**src/rtl/pacman_input_ctrl_pkg.sv**
```systemverilog
// Shared constants and types for the pacman input front-end:
// PS/2 scan codes, joystick bit positions and the coin FSM states.
package pacman_input_pkg;

  localparam logic [7:0] KC_UP     = 8'h75;
  localparam logic [7:0] KC_DOWN   = 8'h72;
  localparam logic [7:0] KC_LEFT   = 8'h6B;
  localparam logic [7:0] KC_RIGHT  = 8'h74;
  localparam logic [7:0] KC_SPACE  = 8'h29;
  localparam logic [7:0] KC_CTRL   = 8'h14;
  localparam logic [7:0] KC_F1     = 8'h05;
  localparam logic [7:0] KC_F2     = 8'h06;
  localparam logic [7:0] PS2_BREAK = 8'hF0;
  localparam logic [7:0] PS2_EXT   = 8'hE0;

  localparam int JOY_RIGHT  = 0;
  localparam int JOY_LEFT   = 1;
  localparam int JOY_DOWN   = 2;
  localparam int JOY_UP     = 3;
  localparam int JOY_FIRE   = 4;
  localparam int JOY_START1 = 5;
  localparam int JOY_START2 = 6;

  localparam int COIN_CNT_W = 4;

  typedef enum logic [1:0] {
    IDLE = 2'd0,
    COIN = 2'd1,
    GAP  = 2'd2
  } coin_state_t;

endpackage

```
**src/rtl/pacman_input_ctrl_if.sv**
```systemverilog
// Bundle of the raw controls coming from hps_io/core and the active-low
// in0/in1 words going back into the pacman core.
interface pacman_input_if;
  logic [64:0] ps2_key;
  logic [15:0] joystick_0;
  logic [15:0] joystick_1;
  logic        rotate;
  logic        vblank;
  logic [7:0]  in0;
  logic [7:0]  in1;
  logic        coin_busy;

  modport master (
    output ps2_key, joystick_0, joystick_1, rotate, vblank,
    input  in0, in1, coin_busy
  );

  modport slave (
    input  ps2_key, joystick_0, joystick_1, rotate, vblank,
    output in0, in1, coin_busy
  );
endinterface

```
**src/rtl/pacman_input_ctrl_coin_pulse.sv**
```systemverilog
// Turns start-button rising edges into a coin pulse lasting a fixed number
// of frames, followed by a fixed gap, with a one-deep pending request.
module pacman_coin_pulse
  import pacman_input_pkg::*;
#(
  parameter int COIN_ON_FRAMES  = 4,
  parameter int COIN_GAP_FRAMES = 4
) (
  input  logic clk,
  input  logic rst,
  input  logic vblank,
  input  logic req,
  output logic coin,
  output logic busy
);

  localparam logic [COIN_CNT_W-1:0] ON_LAST  = COIN_CNT_W'(COIN_ON_FRAMES);
  localparam logic [COIN_CNT_W-1:0] GAP_LAST = COIN_CNT_W'(COIN_GAP_FRAMES);

  coin_state_t           state_q, state_d;
  logic [COIN_CNT_W-1:0] cnt_q, cnt_d;
  logic                  pending_q, pending_d;
  logic                  vblank_q;
  logic                  req_q;

  logic                  tick;
  logic                  req_edge;
  logic [COIN_CNT_W-1:0] cnt_inc;

  assign tick     = vblank & ~vblank_q;
  assign req_edge = req & ~req_q;
  assign cnt_inc  = cnt_q + COIN_CNT_W'(1);

  always_ff @(posedge clk or posedge rst) begin
    if (rst) begin
      state_q   <= IDLE;
      cnt_q     <= '0;
      pending_q <= 1'b0;
      vblank_q  <= 1'b0;
      req_q     <= 1'b0;
    end else begin
      state_q   <= state_d;
      cnt_q     <= cnt_d;
      pending_q <= pending_d;
      vblank_q  <= vblank;
      req_q     <= req;
    end
  end

  // A request edge landing on the GAP-exit tick is honoured as if it were pending.
  always_comb begin
    state_d   = state_q;
    cnt_d     = cnt_q;
    pending_d = pending_q;
    coin      = 1'b0;
    busy      = 1'b0;
    case (state_q)
      IDLE: begin
        if (req_edge) begin
          state_d = COIN;
          cnt_d   = '0;
        end
      end
      COIN: begin
        coin = 1'b1;
        busy = 1'b1;
        if (req_edge) pending_d = 1'b1;
        if (tick) begin
          if (cnt_inc == ON_LAST) begin
            state_d = GAP;
            cnt_d   = '0;
          end else begin
            cnt_d = cnt_inc;
          end
        end
      end
      GAP: begin
        busy = 1'b1;
        if (req_edge) pending_d = 1'b1;
        if (tick) begin
          if (cnt_inc == GAP_LAST) begin
            cnt_d = '0;
            if (pending_q || req_edge) begin
              state_d   = COIN;
              pending_d = 1'b0;
            end else begin
              state_d = IDLE;
            end
          end else begin
            cnt_d = cnt_inc;
          end
        end
      end
      default: begin
        state_d = IDLE;
      end
    endcase
  end

endmodule

```
**src/rtl/pacman_input_ctrl.sv**
```systemverilog
// PS/2 key decode, joystick merge and orientation remap feeding the pacman
// core's active-low in0/in1 words, plus a frame-timed coin pulse.
module pacman_input_ctrl
  import pacman_input_pkg::*;
#(
  parameter int COIN_ON_FRAMES  = 4,
  parameter int COIN_GAP_FRAMES = 4
) (
  input  logic           CLK,
  input  logic           RESET,
  pacman_input_if.slave  io
);

  logic       primed_q;
  logic       toggle_q;
  logic       key_up_q, key_down_q, key_left_q, key_right_q;
  logic       key_fire_q, key_start1_q, key_start2_q;
  logic [7:0] in0_q, in1_q;

  logic       key_event;
  logic       pressed;
  logic       ext;
  logic [8:0] code;

  logic [6:0] joy;
  logic       up, down, left, right, fire, start1, start2, req;
  logic       coin, busy;

  // The first edge after reset only learns the toggle level, so a stale bit 64 is not an event.
  assign key_event = primed_q && (io.ps2_key[64] != toggle_q);

  always_comb begin
    pressed = (io.ps2_key[15:8] != PS2_BREAK);
    ext     = pressed ? (io.ps2_key[15:8] == PS2_EXT) : (io.ps2_key[23:16] == PS2_EXT);
    code    = (io.ps2_key[63:24] != '0) ? 9'h000 : {ext, io.ps2_key[7:0]};
  end

  always_ff @(posedge CLK or posedge RESET) begin
    if (RESET) begin
      primed_q     <= 1'b0;
      toggle_q     <= 1'b0;
      key_up_q     <= 1'b0;
      key_down_q   <= 1'b0;
      key_left_q   <= 1'b0;
      key_right_q  <= 1'b0;
      key_fire_q   <= 1'b0;
      key_start1_q <= 1'b0;
      key_start2_q <= 1'b0;
    end else begin
      primed_q <= 1'b1;
      toggle_q <= io.ps2_key[64];
      if (key_event) begin
        case (code)
          {1'b0, KC_UP},    {1'b1, KC_UP}:    key_up_q    <= pressed;
          {1'b0, KC_DOWN},  {1'b1, KC_DOWN}:  key_down_q  <= pressed;
          {1'b0, KC_LEFT},  {1'b1, KC_LEFT}:  key_left_q  <= pressed;
          {1'b0, KC_RIGHT}, {1'b1, KC_RIGHT}: key_right_q <= pressed;
          {1'b0, KC_SPACE}, {1'b0, KC_CTRL}:  key_fire_q  <= pressed;
          {1'b0, KC_F1}:                      key_start1_q <= pressed;
          {1'b0, KC_F2}:                      key_start2_q <= pressed;
          default: ;
        endcase
      end
    end
  end

  // Horz orientation rotates the stick a quarter turn: up<-left, down<-right, left<-down, right<-up.
  always_comb begin
    joy = io.joystick_0[6:0] | io.joystick_1[6:0];
    if (io.rotate) begin
      up    = key_left_q  | joy[JOY_LEFT];
      down  = key_right_q | joy[JOY_RIGHT];
      left  = key_down_q  | joy[JOY_DOWN];
      right = key_up_q    | joy[JOY_UP];
    end else begin
      up    = key_up_q    | joy[JOY_UP];
      down  = key_down_q  | joy[JOY_DOWN];
      left  = key_left_q  | joy[JOY_LEFT];
      right = key_right_q | joy[JOY_RIGHT];
    end
    fire   = key_fire_q   | joy[JOY_FIRE];
    start1 = key_start1_q | joy[JOY_START1];
    start2 = key_start2_q | joy[JOY_START2];
    req    = start1 | start2;
  end

  pacman_coin_pulse #(
    .COIN_ON_FRAMES  (COIN_ON_FRAMES),
    .COIN_GAP_FRAMES (COIN_GAP_FRAMES)
  ) u_coin_pulse (
    .clk    (CLK),
    .rst    (RESET),
    .vblank (io.vblank),
    .req    (req),
    .coin   (coin),
    .busy   (busy)
  );

  always_ff @(posedge CLK or posedge RESET) begin
    if (RESET) begin
      in0_q <= 8'hFF;
      in1_q <= 8'hFF;
    end else begin
      in0_q <= ~{2'b00, coin, fire, down, right, left, up};
      in1_q <= ~{1'b0, start2, start1, 5'b00000};
    end
  end

  assign io.in0       = in0_q;
  assign io.in1       = in1_q;
  assign io.coin_busy = busy;

endmodule

```
**src/flat_wrapper.sv**
```systemverilog
// flat-port wrapper written by rule: the top's interface ports become plain ports
module pacman_input_ctrl_flat import pacman_input_pkg::*;
#(
  parameter int COIN_ON_FRAMES  = 4,
  parameter int COIN_GAP_FRAMES = 4
)
  (CLK, RESET, io_ps2_key, io_joystick_0, io_joystick_1, io_rotate, io_vblank, io_in0, io_in1, io_coin_busy);
  pacman_input_if io_i ();
  input  logic CLK;
  input  logic RESET;
  input wire logic [$bits(io_i.ps2_key)-1:0] io_ps2_key;
  input wire logic [$bits(io_i.joystick_0)-1:0] io_joystick_0;
  input wire logic [$bits(io_i.joystick_1)-1:0] io_joystick_1;
  input wire logic [$bits(io_i.rotate)-1:0] io_rotate;
  input wire logic [$bits(io_i.vblank)-1:0] io_vblank;
  output wire logic [$bits(io_i.in0)-1:0] io_in0;
  output wire logic [$bits(io_i.in1)-1:0] io_in1;
  output wire logic [$bits(io_i.coin_busy)-1:0] io_coin_busy;
  assign io_i.ps2_key = io_ps2_key;
  assign io_i.joystick_0 = io_joystick_0;
  assign io_i.joystick_1 = io_joystick_1;
  assign io_i.rotate = io_rotate;
  assign io_i.vblank = io_vblank;
  assign io_in0 = io_i.in0;
  assign io_in1 = io_i.in1;
  assign io_coin_busy = io_i.coin_busy;
  pacman_input_ctrl #(.COIN_ON_FRAMES(COIN_ON_FRAMES), .COIN_GAP_FRAMES(COIN_GAP_FRAMES)) u_core (.CLK(CLK), .RESET(RESET), .io(io_i));
endmodule
```
**config.mk**
```make
export PLATFORM = sky130hd
export DESIGN_NAME = pacman_input_ctrl_flat
export DESIGN_NICKNAME = d
export VERILOG_FILES = /design/src/rtl/pacman_input_ctrl_pkg.sv /design/src/rtl/pacman_input_ctrl_if.sv /design/src/rtl/pacman_input_ctrl_coin_pulse.sv /design/src/rtl/pacman_input_ctrl.sv /design/src/flat_wrapper.sv
export SDC_FILE = /design/constraint.sdc
export NUM_CORES = 1
export LEC_CHECK = 0
export CAP_MARGIN = 10
export CORE_MARGIN = 1
export CORE_UTILIZATION = 35
export CTS_CLUSTER_DIAMETER = 120
export DETAILED_ROUTE_END_ITERATION = 7
export MAX_ROUTING_LAYER = met4
export PLACE_DENSITY = 0.81
export RECOVER_POWER = 100
export SYNTH_ARGS = -nofsm -noshare
export SYNTH_HDL_FRONTEND = slang
export SYNTH_HIERARCHICAL = 1
export SYNTH_SLANG_ARGS = --single-unit
```
**constraint.sdc**
```tcl
create_clock -name CLK -period 2.2 [get_ports CLK]
set_input_delay 0.44 -clock CLK [delete_from_list [all_inputs] [get_ports CLK]]
set_output_delay 0.44 -clock CLK [all_outputs]
set_load 0.03 [all_outputs]
```
==> results of run 1 <==
final cells by class:
cell class | instances | share of cell area, %
clock buffers | 4 | 2.03
flip-flops and latches | 26 | 24.4
inverters | 6 | 0.830
repair buffers | 97 | 35.4
well taps | 52 | 2.40
multi-input cells | 119 | 35.0
cell families after synthesis:
logic type	after synthesis
simple gates	72
flops	26
compound gates	19
buf+inv	14
mux	12
fa+ha+maj	6
other cells	1
xor+xnor	1
Yosys cell counts (3+ instances only):
cell / instances
dfrtp_1: 18
nand2_1: 11
buf_4: 8
dfstp_2: 8
nor2_1: 8
nor3_1: 7
ha_1: 6
inv_1: 6
mux2_1: 6
mux2_2: 5
nand4_1: 5
nor4_1: 5
nor4_2: 4
nand4_2: 3
nand4b_1: 3
nor4_4: 3
o21ai_1: 3
metal layers:
metal | share of wire (%) | vias to the layer above
li1 | - | 754
met2 | 52 | 42
met4 | 0.52 | 0
met5 | 0 | -
met3 | 6.0 | 4
met1 | 41 | 709
stage by stage:
stage	util [%]	TNS [ps]	total power, W
2_1_floorplan	-	0	0.000900
3_3_place_gp	58.9	-1040	0.00114
3_5_place_dp	58.9	-1070	0.00116
4_1_cts	60.1	0	0.00147
5_1_grt	61.0	0	0.00154
6_report	61.0	0	0.00144
sequential cells by signal, summed over array words and instances (netlist names), 2 cells and up:
name,count
u_core/u_coin_pulse/cnt_q,4
u_core/io.in1,2
u_core/u_coin_pulse/state_q,2
u_core/io.in0,6
critical path: cells and delay by family:
kind | cells | cell delay (ps)
mux | 1 | 330
buf+inv | 2 | 570
simple gates | 4 | 930
power by group:
group,internal (W),total [W],leakage (nW),switching [W]
combinational,0.000274,0.000539,0.810,0.000265
clock,0.000160,0.000305,0.0288,0.000145
sequential,0.000544,0.000592,0.317,0.0000478
final timing paths:
kind,start,to,slack (ps),cells after the start
max,io_ps2_key[57],u_core/key_right_q$_DFFE_PP0P_,90,7
min,u_core/key_fire_q$_DFFE_PP0P_,u_core/io.in0[4]$_DFF_PP1_,390,1
max reg2reg,u_core/toggle_q$_DFF_PP0_,u_core/key_right_q$_DFFE_PP0P_,450,6
min reg2reg,u_core/key_fire_q$_DFFE_PP0P_,u_core/io.in0[4]$_DFF_PP1_,390,1
max in group asynchronous,RESET,u_core/key_start2_q$_DFFE_PP0P_,1050,2
min in group asynchronous,RESET,u_core/u_coin_pulse/vblank_q$_DFF_PP0_,600,2
repair_timing:
action / in CTS / in global routing
gates resized for setup: 1 / 9
setup buffers: 0 / 2
pin swaps: 0 / 5
endpoints found under the setup margin: 1 / 6
==> results_dict.tcl, run 1 <==
set metrics [dict create \
    outcome "finished with violations" \
    violations "DRC" \
    crit_chain "clkdlybuf4s50_1 > nor4_2 > nand4_1 > clkbuf_2 > nor4_4 > nand4b_1 > mux2_4" \
    fin_nets 360 \
    row_count 24 \
    synth_area_leaders "dfrtp_1 27%, dfstp_2 13%, ha_1 4.6%" \
    synth-xor-area-share_pct 0.534 \
    routedWlPerCell_um 13.3 \
    grt_max_degree 18 \
    drive_gt1_share_pct 17.5 \
    grtUsageTotal_pct 17.8 \
    gp_congestion 0.842 \
    die_h_um 70.5 \
    synthAdderAreaFrac_pct 4.57 \
    syn_area_mm2 0.00164 \
    grt_util_met2_pct 33.4 \
    clk_path_buf_depth 2 \
    route.vias.total 1509 \
    ys_ff_latch 26 \
    antenna_found_initial 0 \
    final_cell_area_mm2 0.00271 \
    io_pins 118 \
    vdd_ir_drop_max_mv 0.439 \
    first_iter_violations 43 \
    clock_skew_ps 5.93 \
    period_needed_ps 2110 \
    drt-total-wl_mm 4.04 \
    path_clk_slew_ps 90 \
    syn_inst 151 \
    areaGrowthSynthToFinish_pct 65.2 \
    fillCellCount 393 \
    required_ps 2360 \
    hpwl_mm 3.37 \
    cts_sinks 26 \
    grtUsageMet3_pct 3.90 \
    cp.arrival_ps 2270 \
    core-area_mm2 0.00444 \
    cts_root_buf "clkbuf_8" \
    place_area_mm2 0.00262 \
    die_w_um 70.5 \
    yosys.area_share.simple_pct 32.9 \
    cap_violations 0 \
    syn_avg_cell_area_um2 10.9 \
    hold_path.class "reg2reg" \
    most-common-layout-cells "73 x clkdlybuf4s50_1, 18 x dfrtp_1, 14 x dlygate4sd3_1" \
    layout_commonest_cell "clkdlybuf4s50_1" \
    dp.cells 298 \
    slew_violations 0 \
    register_area_um2 661 \
    multi_input_area_um2 950 \
    min_period_over_period_pct 95.8 \
    cts_tree "built" \
    antenna_cells 0 \
    ys_warn_count 6 \
    synth-main-ff-cell "dfrtp_1" \
    routed_via_density 4.96 \
    worstMarginPinSlew_ps 667 \
    drc 12 \
    final_cells 304 \
    start_util_pct 36.9 \
    drt_first_pass_iters 7 \
    grt_pass1_wl_mm 6.89 \
    place_ws_ps -207 \
    p_per_area_mw_per_mm2 530 \
    async_flop_share_pct 100 \
    grt.busiest_layer "met2" \
    grt_use_met1_pct 19.8 \
    grt_pass1_vias 1573 \
    timing.hold.ws_ps 392 \
    synthMuxAreaShare_pct 8.16 \
    cp-end-kind "flip-flop" \
    synth_compound_area_share_pct 8.31 \
    ys_seq_area_share_pct 40.2 \
    port_buffers 91 \
    fin_ws_ps 91.5 \
    critPathSlowestCell "clkdlybuf4s50_1" \
    critical_path_class "in2reg" \
    die-area_mm2 0.00497 \
    synth_top_family_by_area "simple AND/OR/NAND/NOR gates" \
    grt_overflow_total 0 \
    synth-edff-count 0 \
    crit_path_max_fanout 4 \
    antenna_left 0 \
    hold_viol_final 0 \
    synth.top_cell.area_share_pct 27.4 \
    rsz0062_at_grt "no" \
    slew_headroom_pct 55.5 \
    clk_latency_ps 270 \
    ctsHtreeMaxLevel 1 \
    slowest_delay_ps 410 \
    startpoint_type "input port" \
    fmax_ghz 0.474 \
    ys_types 50 \
    setup_violations 0 \
    yosys.area.top_type "dfrtp_1" \
    cts_buffers 3 \
    cts_hold_buffers 0 \
    p_leak_nw 1.16 \
]
(Power assumes the default switching activity.)
==> inputs of run 2 (changes only) <==
GPL_TIMING_DRIVEN = 0   (was unset)
SETUP_SLACK_MARGIN = 0.3   (was unset)
==> run 2 against run 1 <==
  * Fmax rose by 10%
  * Critical path depth shrank 2
  * Clock skew decreased by 1.1 ps
  * Core utilization up 0.79 points
  * First-iteration DRC count rose by 16%
  * The run still ends with DRC left
  * Register-to-register slack hardly changed
  * Sequential cell count unchanged
  * Clock-buffer cell count stayed put
  * Total power down 1.2%
  * Via count grew 2.5%
==> results_dict.tcl, run 2 (synthesis results as in run 1) <==
set metrics [dict create \
    core-area_mm2 0.00444 \
    slew_headroom_pct 57.3 \
    min_path_cells 1 \
    switching_power_w 0.000474 \
    die-area_mm2 0.00497 \
    cp-end-kind "flip-flop" \
    fin_nets 365 \
    most-common-layout-cells "30 x clkdlybuf4s50_1, 27 x dlygate4sd2_1, 18 x dfrtp_1" \
    worstMarginPinSlew_ps 640 \
    p_leak_nw 1.27 \
    layout_commonest_cell "clkdlybuf4s50_1" \
    reg2regPathDepth 5 \
    routed_via_density 5.01 \
    critical_path_class "in2reg" \
    port_buffers 91 \
    fillCellCount 398 \
    switching_share_pct 33.4 \
    min_period_over_period_pct 87.2 \
    grt_overflow_total 0 \
    fmax_ghz 0.522 \
    ctsHtreeMaxLevel 1 \
    hold_end "u_core/io.in0[4]$_DFF_PP1_" \
    io_pins 118 \
    grt_max_degree 18 \
    grtUsageTotal_pct 18.6 \
    r2r-start "u_core/primed_q$_DFF_PP0_" \
    gp_congestion 0.842 \
    period_needed_ps 1920 \
    drive_gt1_share_pct 24.1 \
    drc 12 \
    clk_latency_ps 270 \
    antenna_cells 0 \
    outcome "finished with violations" \
    crit_path_max_fanout 7 \
    antenna_found_initial 0 \
    drt_first_pass_iters 6 \
    setup_violations 0 \
    row_count 24 \
    cts_tree "built" \
    cp.arrival_ps 2070 \
    hold_viol_final 0 \
    cts_sinks 26 \
    path_clk_slew_ps 90 \
    die_h_um 70.5 \
    grt_pass1_vias 1572 \
    cap_violations 0 \
    p_int_w 0.000946 \
    reg2reg_slack_ps 440 \
    first_iter_violations 50 \
    violations "DRC" \
    start_util_pct 36.9 \
    startpoint_type "input port" \
    totalPowerFinal_w 0.00142 \
    die_w_um 70.5 \
    rsz0062_at_grt "yes" \
    hold_path.class "reg2reg" \
    cts_buffers 3 \
    areaGrowthSynthToFinish_pct 67.4 \
    reg2reg_to "u_core/key_right_q$_DFFE_PP0P_" \
    clk_path_buf_depth 2 \
    largest_reg_flops 6 \
    p_comb_share_pct 36.6 \
    drt-total-wl_mm 4.30 \
    hpwl_mm 3.40 \
    p_per_area_mw_per_mm2 517 \
    grt_pass1_wl_mm 7.07 \
    clock_skew_ps 4.83 \
    p_seq_share_pct 41.7 \
    cts_hold_buffers 0 \
    slew_violations 0 \
    antenna_left 0 \
    route.vias.total 1547 \
    required_ps 2360 \
    power.share.clock_pct 21.6 \
    hp-start "u_core/key_fire_q$_DFFE_PP0P_" \
    vdd_ir_drop_max_mv 0.315 \
    routedWlPerCell_um 13.9 \
    cts_root_buf "clkbuf_8" \
    timing.hold.ws_ps 397 \
]
==> run 2: cell types whose count changed in the layout (fill, tap and decap cells not counted), sizes merged, moves of 7 or more <==
cell / previous run / this run
clkdlybuf4s50: 73 / 30
dlygate4sd3: 14 / 7
buf: 4 / 11
dlygate4sd2: 1 / 27
clkdlybuf4s15: 0 / 7
clkbuf: 6 / 17
==> run 2: worst max path at each step <==
stage,from,depth (start not counted),end
global placement,io_ps2_key[41],6,u_core/key_right_q$_DFFE_PP0P_
CTS,u_core/io.in0[5]$_DFF_PP1_,1,io_in0[5]
global route,io_joystick_1[6],7,u_core/u_coin_pulse/cnt_q[1]$_DFFE_PP0P_
floorplan,io_ps2_key[41],5,u_core/key_right_q$_DFFE_PP0P_
finish,io_ps2_key[13],5,u_core/key_down_q$_DFFE_PP0P_
detailed placement,io_ps2_key[49],6,u_core/key_right_q$_DFFE_PP0P_
==> run 2: power by group through the flow <==
stage / sequential (W) / combinational [W] / clock, W
2_1_floorplan: 0.000630 / 0.000270 / 0
3_3_place_gp: 0.000599 / 0.000550 / 0
3_5_place_dp: 0.000602 / 0.000563 / 0
4_1_cts: 0.000595 / 0.000541 / 0.000315
5_1_grt: 0.000600 / 0.000564 / 0.000339
6_report: 0.000592 / 0.000520 / 0.000307
==> run 2: what timing repair did <==
item,CTS,global route
resized for setup,54,49
setup endpoints to repair,12,12
setup buffers,2,1
cloned,0,0
pin swaps,15,18
==> run 2: metal layers <==
metal	vias up	track usage, %	part of all wire (%)
met1	735	21.6	41
li1	764	-	-
met5	-	-	0
met2	42	32.7	52
met3	6	4.33	6.4
met4	0	4.08	1.0
==> run 2: layout make-up <==
type                            instances  area [um2]  share of cell area (%)
Inverter                                6        22.5                   0.820
Clock buffer                            4        55.1                    2.00
Sequential cell                        26         661                    24.0
Buffer                                  8        60.1                    2.19
Multi-Input combinational cell        119        1040                    37.8
Timing Repair Buffer                   94         846                    30.8
Tap cell                               52        65.1                    2.37
==> run 2: worst max-delay path, stage by stage <==
cell	delay, ps
dlygate4sd3_1	510
or3b_1	380
nor4_4	180
nand2_1	210
mux2_1	350
==> run 2: through the flow <==
step / area, um2 / util (%) / TNS (ps) / setup slack, ps / instances
2_1_floorplan: 1670 / - / 0 / 421 / 159
3_3_place_gp: 2650 / 59.6 / -1000 / -188 / 302
6_report: 2750 / 61.8 / 0 / 283 / 309
4_1_cts: 2720 / 61.3 / 0 / 300 / 308
3_5_place_dp: 2650 / 59.6 / -1070 / -184 / 302
5_1_grt: 2750 / 61.8 / 0 / 199 / 309
==> inputs of run 3 (changes only) <==
MAX_ROUTING_LAYER = unset   (was met4)
==> run 3 against run 2 <==
  * First-iteration DRC count unchanged
  * Hold slack worse by 1.2 ps
  * The flow still finishes with violations (DRC)
  * Via count down 0.32%
  * Cell count unchanged
  * Die area unchanged
  * Sequential cell count unchanged
  * Largest power group unchanged
  * Final area unchanged
  * Clock-buffer cell count unchanged
  * Sequential share of layout area unchanged
  * Total power about the same
  * Core utilization unchanged
  * Register-to-register slack about the same
==> results_dict.tcl, run 3 (synthesis results as in run 1) <==
set metrics [dict create \
    outcome "finished with violations" \
    violations "DRC" \
    antenna_found_initial 0 \
    antenna_left 0 \
    hpwl_mm 3.40 \
    crit_chain "dlygate4sd3_1 > or3b_1 > nor4_4 > nand2_1 > mux2_1" \
    worstMarginPinSlew_ps 642 \
    setup_tns_ps 0 \
    grt_overflow_total 0 \
    vdd_ir_drop_max_mv 0.314 \
    die_w_um 70.5 \
    start_util_pct 36.9 \
    hold_end "u_core/io.in0[4]$_DFF_PP1_" \
    slew_violations 0 \
    cts_buffers 3 \
    grt_pass1_wl_mm 7.05 \
    setup_violations 0 \
    r2r-start "u_core/primed_q$_DFF_PP0_" \
    place_ws_ps -184 \
    clk_latency_ps 270 \
    rsz0062_at_grt "no" \
    p_leak_nw 1.27 \
    io_pins 118 \
    fillCellCount 397 \
    drc 12 \
    final_cell_area_mm2 0.00275 \
    register_area_um2 661 \
    hp-start "u_core/key_fire_q$_DFFE_PP0P_" \
    grt_pass1_vias 1575 \
    critPathSlowestCell "dlygate4sd3_1" \
    hold_viol_final 0 \
    reg2regPathDepth 5 \
    reg2reg_to "u_core/key_right_q$_DFFE_PP0P_" \
    row_count 24 \
    cts_root_buf "clkbuf_8" \
    p_per_area_mw_per_mm2 517 \
    period_needed_ps 1930 \
    antenna_cells 0 \
    final_cells 309 \
    ctsHtreeMaxLevel 1 \
    die_h_um 70.5 \
    die-area_mm2 0.00497 \
    layout_commonest_cell "clkdlybuf4s50_1" \
    slowest_delay_ps 510 \
    clock_skew_ps 4.07 \
    cap_violations 0 \
    route.vias.total 1542 \
    cp.arrival_ps 2080 \
    cts_tree "built" \
    port_buffers 91 \
    routed_via_density 4.99 \
    min_period_over_period_pct 87.5 \
    slew_headroom_pct 57.2 \
    fin_ws_ps 274 \
    startpoint_type "input port" \
    grtUsageTotal_pct 18.1 \
    critical_path_class "in2reg" \
    hold_path.class "reg2reg" \
    gp_congestion 0.829 \
    cts_hold_buffers 0 \
    drt-total-wl_mm 4.29 \
    cts_sinks 26 \
    fmax_ghz 0.519 \
    clk_path_buf_depth 2 \
    min_path_cells 1 \
    core-area_mm2 0.00444 \
    first_iter_violations 50 \
    fin_nets 365 \
    totalPowerFinal_w 0.00142 \
    areaGrowthSynthToFinish_pct 67.4 \
    required_ps 2360 \
    routedWlPerCell_um 13.9 \
    largest_reg_flops 6 \
    most-common-layout-cells "30 x clkdlybuf4s50_1, 27 x dlygate4sd2_1, 18 x dfrtp_1" \
    grt_max_degree 18 \
    path_clk_slew_ps 90 \
    reg2reg_slack_ps 440 \
    multi_input_area_mm2 0.00104 \
    crit_path_max_fanout 7 \
    drt_first_pass_iters 6 \
    drive_gt1_share_pct 23.7 \
    dp.cells 302 \
    cp-end-kind "flip-flop" \
    place_area_mm2 0.00265 \
]
[run 3: cell type report]
cell class | count | share of cell area (%)
Buffer | 8 | 2.19
Inverter | 6 | 0.820
Tap cell | 52 | 2.37
Timing Repair Buffer | 94 | 30.8
Clock buffer | 4 | 2.00
Sequential cell | 26 | 24.0
Multi-Input combinational cell | 119 | 37.8
[run 3: how the worst max path moves through the flow]
| stage | start | endpoint |
|---|---|---|
| floorplan | io_ps2_key[41] | u_core/key_right_q$_DFFE_PP0P_ |
| global placement | io_ps2_key[41] | u_core/key_right_q$_DFFE_PP0P_ |
| detailed placement | io_ps2_key[49] | u_core/key_right_q$_DFFE_PP0P_ |
| CTS | u_core/io.in0[5]$_DFF_PP1_ | io_in0[5] |
| global route | io_joystick_1[6] | u_core/u_coin_pulse/cnt_q[1]$_DFFE_PP0P_ |
| finish | io_ps2_key[13] | u_core/key_down_q$_DFFE_PP0P_ |
[run 3: what timing repair did]
item                                    in CTS  in global routing
pin swaps                                   15                 19
buffers inserted                             2                  1
gates cloned                                 0                  0
endpoints found under the setup margin      12                 12
gates resized for setup                     54                 50
[run 3: through the flow]
stage               util (%)  hold WS [ps]
floorplan                  -           268
global placement        59.6           382
detailed placement      59.6           386
CTS                     61.3           406
global route            61.8           426
finish                  61.8           396
[run 3: critical path, delay by kind of cell]
family	cells	cell delay [ps]
buf+inv	1	510
mux	1	350
simple gates	3	780
[run 3: report_power, final]
group          internal, W  total, W  leakage [nW]  switching, W
sequential        0.000544  0.000593         0.317     0.0000484
combinational     0.000241  0.000519         0.925      0.000278
clock             0.000160  0.000308        0.0288      0.000148
total             0.000946   0.00142          1.27      0.000475
[run 3: metal layers]
layer	share of wire, %	vias up	global-route usage (%)
met5	0	-	0
met4	0.98	0	4.08
met3	6.5	6	4.33
met2	52	42	32.7
met1	41	731	21.5
li1	-	763	-
